## config.mk

```make
export PLATFORM = sky130hd
export DESIGN_NAME = crc_serial_gen
export DESIGN_NICKNAME = d
export VERILOG_FILES = /design/src/rtl/crc_serial_gen.sv
export SDC_FILE = /design/constraint.sdc
export NUM_CORES = 1
export LEC_CHECK = 0
export ABC_AREA = 0
export CAP_MARGIN = 40
export CELL_PAD_IN_SITES_DETAIL_PLACEMENT = 1
export CELL_PAD_IN_SITES_GLOBAL_PLACEMENT = 1
export CORE_UTILIZATION = 39
export DETAILED_ROUTE_END_ITERATION = 8
export GPL_TIMING_DRIVEN = 0
export PLACE_DENSITY_LB_ADDON = 0.1
export SLEW_MARGIN = 20
export SYNTH_ARGS = -nofsm -noshare
export SYNTH_HDL_FRONTEND = slang
export SYNTH_SLANG_ARGS = --single-unit
```

## constraint.sdc

```tcl
create_clock -name CLK -period 2.5 [get_ports CLK]
set_input_delay 0.75 -clock CLK [delete_from_list [all_inputs] [get_ports CLK]]
set_output_delay 0.75 -clock CLK [all_outputs]
set_load 0.005 [all_outputs]
```

## src/rtl/crc_serial_gen.sv

```systemverilog
// +--------------------------------------------------------------------------+
// | crc_serial_gen : serial Galois-LFSR CRC generator, LSB-first streamed out  |
// | Revision 1.0                                                               |
// +--------------------------------------------------------------------------+
`default_nettype none

module crc_serial_gen #(
   parameter int               WIDTH   = 8,
   parameter logic [WIDTH-1:0] POLY    = 8'hC4,
   parameter logic [WIDTH-1:0] SEED    = 8'hFF,
   parameter logic [WIDTH-1:0] XOR_OUT = 8'h00
) (
   input  logic CLK,
   input  logic RST,
   input  logic CLEAR,
   input  logic DATA,
   input  logic ACTIVE,
   input  logic READY,
   output logic CRC,
   output logic Valid,
   output logic DONE,
   output logic OVERRUN
);

   localparam int               CNT_W    = $clog2(WIDTH + 1);
   localparam logic [CNT_W-1:0] CNT_LAST = CNT_W'(WIDTH);
   localparam logic [CNT_W-1:0] CNT_ONE  = CNT_W'(1);

   typedef enum logic [1:0] {
      ST_IDLE  = 2'd0,
      ST_ACCUM = 2'd1,
      ST_SHIFT = 2'd2
   } state_t;

   state_t           state_q, state_d;
   logic [WIDTH-1:0] lfsr_q, lfsr_d;
   logic [WIDTH-1:0] sr_q, sr_d;
   logic [CNT_W-1:0] cnt_q, cnt_d;
   logic             crc_q, crc_d;
   logic             valid_q, valid_d;
   logic             done_q, done_d;
   logic             overrun_q, overrun_d;

   logic [WIDTH-1:0] lfsr_next;
   logic [WIDTH-1:0] final_crc;

   // Right-shift Galois step: feedback enters every tap and the top bit.
   function automatic logic [WIDTH-1:0] lfsr_step(input logic [WIDTH-1:0] cur,
                                                  input logic             din);
      logic             fb;
      logic [WIDTH-1:0] nxt;
      nxt = '0;
      fb  = cur[0] ^ din;
      for (int i = 0; i < WIDTH - 1; i++) begin
         nxt[i] = cur[i+1] ^ (POLY[i] & fb);
      end
      nxt[WIDTH-1] = fb;
      return nxt;
   endfunction

   assign lfsr_next = lfsr_step(lfsr_q, DATA);
   assign final_crc = lfsr_q ^ XOR_OUT;

   always_comb begin
      state_d   = state_q;
      lfsr_d    = lfsr_q;
      sr_d      = sr_q;
      cnt_d     = cnt_q;
      crc_d     = crc_q;
      valid_d   = valid_q;
      done_d    = 1'b0;
      overrun_d = overrun_q;

      if (CLEAR) begin
         state_d   = ST_IDLE;
         lfsr_d    = SEED;
         sr_d      = '0;
         cnt_d     = '0;
         crc_d     = 1'b0;
         valid_d   = 1'b0;
         overrun_d = 1'b0;
      end else begin
         case (state_q)
            ST_IDLE: begin
               if (ACTIVE) begin
                  lfsr_d  = lfsr_next;
                  state_d = ST_ACCUM;
               end
            end
            ST_ACCUM: begin
               if (ACTIVE) begin
                  lfsr_d = lfsr_next;
               end else begin
                  crc_d   = final_crc[0];
                  sr_d    = final_crc >> 1;
                  cnt_d   = CNT_ONE;
                  valid_d = 1'b1;
                  state_d = ST_SHIFT;
               end
            end
            ST_SHIFT: begin
               // Message bits arriving while the result drains are dropped.
               if (ACTIVE) begin
                  overrun_d = 1'b1;
               end
               if (READY) begin
                  if (cnt_q < CNT_LAST) begin
                     crc_d = sr_q[0];
                     sr_d  = sr_q >> 1;
                     cnt_d = cnt_q + CNT_ONE;
                  end else begin
                     crc_d   = 1'b0;
                     valid_d = 1'b0;
                     done_d  = 1'b1;
                     cnt_d   = '0;
                     lfsr_d  = SEED;
                     state_d = ST_IDLE;
                  end
               end
            end
            default: begin
               state_d = ST_IDLE;
            end
         endcase
      end
   end

   always_ff @(posedge CLK) begin
      if (!RST) begin
         state_q   <= ST_IDLE;
         lfsr_q    <= SEED;
         sr_q      <= '0;
         cnt_q     <= '0;
         crc_q     <= 1'b0;
         valid_q   <= 1'b0;
         done_q    <= 1'b0;
         overrun_q <= 1'b0;
      end else begin
         state_q   <= state_d;
         lfsr_q    <= lfsr_d;
         sr_q      <= sr_d;
         cnt_q     <= cnt_d;
         crc_q     <= crc_d;
         valid_q   <= valid_d;
         done_q    <= done_d;
         overrun_q <= overrun_d;
      end
   end

   assign CRC     = crc_q;
   assign Valid   = valid_q;
   assign DONE    = done_q;
   assign OVERRUN = overrun_q;

endmodule

`default_nettype wire
```

==> reports/results.ini <==
[floorplanning]
die_x_um=55.9
dieArea_um2=3130
io-pin-count=10
initial_utilization_pct=41.2
core-area_um2=2760
placementRows=19
die_y_um=55.9

[final_layout]
finish.utilization_pct=46.9
fin_nets=146
drive_above_1_share_pct=8.70
syn_to_final_growth_pct=14.0
final_area_um2=1290
fillers=335
layout.cells.non_filler=169
diodes=0

[power]
power_leakage_uw=0.000480
p_switching_uw=168
powerDensity_nw_per_um2=508
swShare_pct=25.5
power_frac_comb_pct=8.4
seq_power_share_pct=62.1
p_clk_share_pct=29.5
internal_power_uw=490
ir_worst_vdd_uv=400

[place]
io_buffers=9
dp_cells=165
hpwl_mm=2.00
dp_slack_ps=27.2
placed_area_um2=1260
gp_congestion=0.744

[clock_tree]
cts_resized=0
clockBufferDepth=2
cts_tree=done
path_clk_slew_ps=140
htree_levels=1
post_cts_buffers=0
cts.sinks=25
cts_hold_buf=0
root_buffer=clkbuf_4
worst_skew_pair.late_latency_ps=330
cts_buffers=3

[timing]
final.setup.worst_slack_ps=393
skew_ps=10.9
slew_viol_final=0
max_freq_mhz=475
tns_ps=0
finalCritPeriodShare_pct=84.3
tightest_slew_ps=610
post-route-min-period_ps=2110
finalHoldViolCount=0
rsz0062_at_grt=no
max_slew_margin_pct=59.3
finalSetupViolCount=0

[yosys]
yosysUniqueCellTypes=37
syn_area_per_cell_um2=9.08
syn_nets=132
synth_edf_count=0
netlist.area_leader.share_pct=44.1
ys_async_sr_fraction_pct=0
synth-main-ff-cell=dfxtp_1
synth_most_common_cell=dfxtp_1
ys_top_cells_by_area=dfxtp_1 44%, nor3_1 6.6%, mux2i_1 5.3%, a211oi_1 4.6%, o21ai_0 2.6%
synth_warnings=0
postSynthCellCount=125
yosys.area.top_type=dfxtp_1
synth-seq-cells=25
synthTopCellsByCount=25 x dfxtp_1, 15 x nor3_1, 8 x nor2_1, 7 x a211oi_1
yosysSeqAreaShare_pct=44.1
syn_area_um2=1130

[critical_path]
r2r_cells=5
cp_max_fo=7
r2r_setup_slack_ps=910
criticalPathCategory=primary input to flip-flop
worstReg2RegEnd=sr_q[1]$_SDFFE_PP0P_
cp_data_required_time_ps=2770
cp-start-kind=primary input
end_kind=flip-flop
cp.arrival_ps=2370
r2r-start=state_q[0]$_SDFFE_PP0P_

[outcome]
status=complete, no violations

[global_route]
antenna_found_initial=0
grt_pass1_vias=972
grt_pass1_wl_mm=4.81
grt_usage_pct=19.8
grt_max_degree=16
grt-ovfl-total=0

[worst_hold_path]
min_from=cnt_q[2]$_SDFFE_PP0P_
whs_endpoint=cnt_q[2]$_SDFFE_PP0P_
hold_class=flip-flop to flip-flop
whs_path_depth=2

[drt]
drt-initial-drc-count=19
final_antenna_net_count=0
remaining_drc_errors=0
drtPass1Iterations=4
wl_per_cell_um=16.3
avgViaCountPerCell=5.72
wl_mm=2.75
vias=966

[flow_run]
max_cap_viol_count=0

## cell usage in the layout, fill, tap and decap left out, types with 4 or more instances in the layout
master           count
a211oi_1             7
a21oi_1              4
buf_2                5
clkbuf_1             5
clkdlybuf4s50_1      9
dfxtp_1             25
mux2i_1              6
nand2_1              5
nand3_1              4
nor2_1               8
nor3_1              15
o21ai_0              6
## per-layer routing
metal  track usage [%]  vias to the layer above  share of wire (%)
li1                  -                      486                  -
met1              26.2                      466                 51
met2              32.7                       12                 45
met3              5.35                        2                2.9
met4              4.18                        0               0.65
met5                 0                        -                  0
## metrics by stage
stage               total power, µW  hold slack (ps)
global placement                469              454
global route                    693              506
floorplan                       449              447
CTS                             663              494
finish                          657              490
detailed placement              472              476
## state kept, by name (all words and copies together) (netlist names)
register	cells
CRC	1
DONE	1
OVERRUN	1
Valid	1
cnt_q	4
final_crc	8
sr_q	7
state_q	2
## worst max path at each step
stage | startpoint | to | slack [ps] | cells after the start
detailed placement | CLEAR | OVERRUN$_SDFFE_PP0P_ | 30 | 5
global placement | ACTIVE | cnt_q[3]$_SDFFE_PP0P_ | 80 | 5
floorplan | ACTIVE | cnt_q[3]$_SDFFE_PP0P_ | 670 | 4
global route | CLEAR | cnt_q[1]$_SDFFE_PP0P_ | 320 | 5
CTS | ACTIVE | cnt_q[3]$_SDFFE_PP0P_ | 390 | 5
finish | ACTIVE | cnt_q[3]$_SDFFE_PP0P_ | 390 | 5
## power by group through the flow
stage / Sequential, µW / Clock (µW) / Combinational (µW)
2_1_floorplan: 416 / 0 / 33.4
3_3_place_gp: 417 / 0 / 52.9
3_5_place_dp: 417 / 0 / 55.4
4_1_cts: 408 / 199 / 55.6
5_1_grt: 409 / 223 / 60.2
6_report: 408 / 194 / 55.2
## critical path, stage by stage
cell	delay, ps
clkdlybuf4s50_1	510
or3b_1	370
buf_2	180
a2111o_1	430
a21oi_2	130
## layout make-up
class / count / area [µm²] / area share, %
flip-flops and latches: 25 / 500 / 38.7
inverters: 3 / 11.3 / 0.870
clock inverters: 1 / 7.51 / 0.580
repair buffers: 9 / 90.1 / 6.96
well taps: 31 / 38.8 / 3.00
clock buffers: 3 / 22.5 / 1.74
plain buffers: 11 / 48.8 / 3.77
multi-input cells: 86 / 574 / 44.4
## cell families after synthesis
logic type	synth area share (%)
and+or+nand+nor	24.5
DFF	44.1
AOI/OAI and AO/OA	17.4
adders and majority gates	1.10
xor gates and xnor gates	2.32
muxes	5.29
buffers and inverters	5.29
Note: power is estimated with default switching activity, not from simulation.
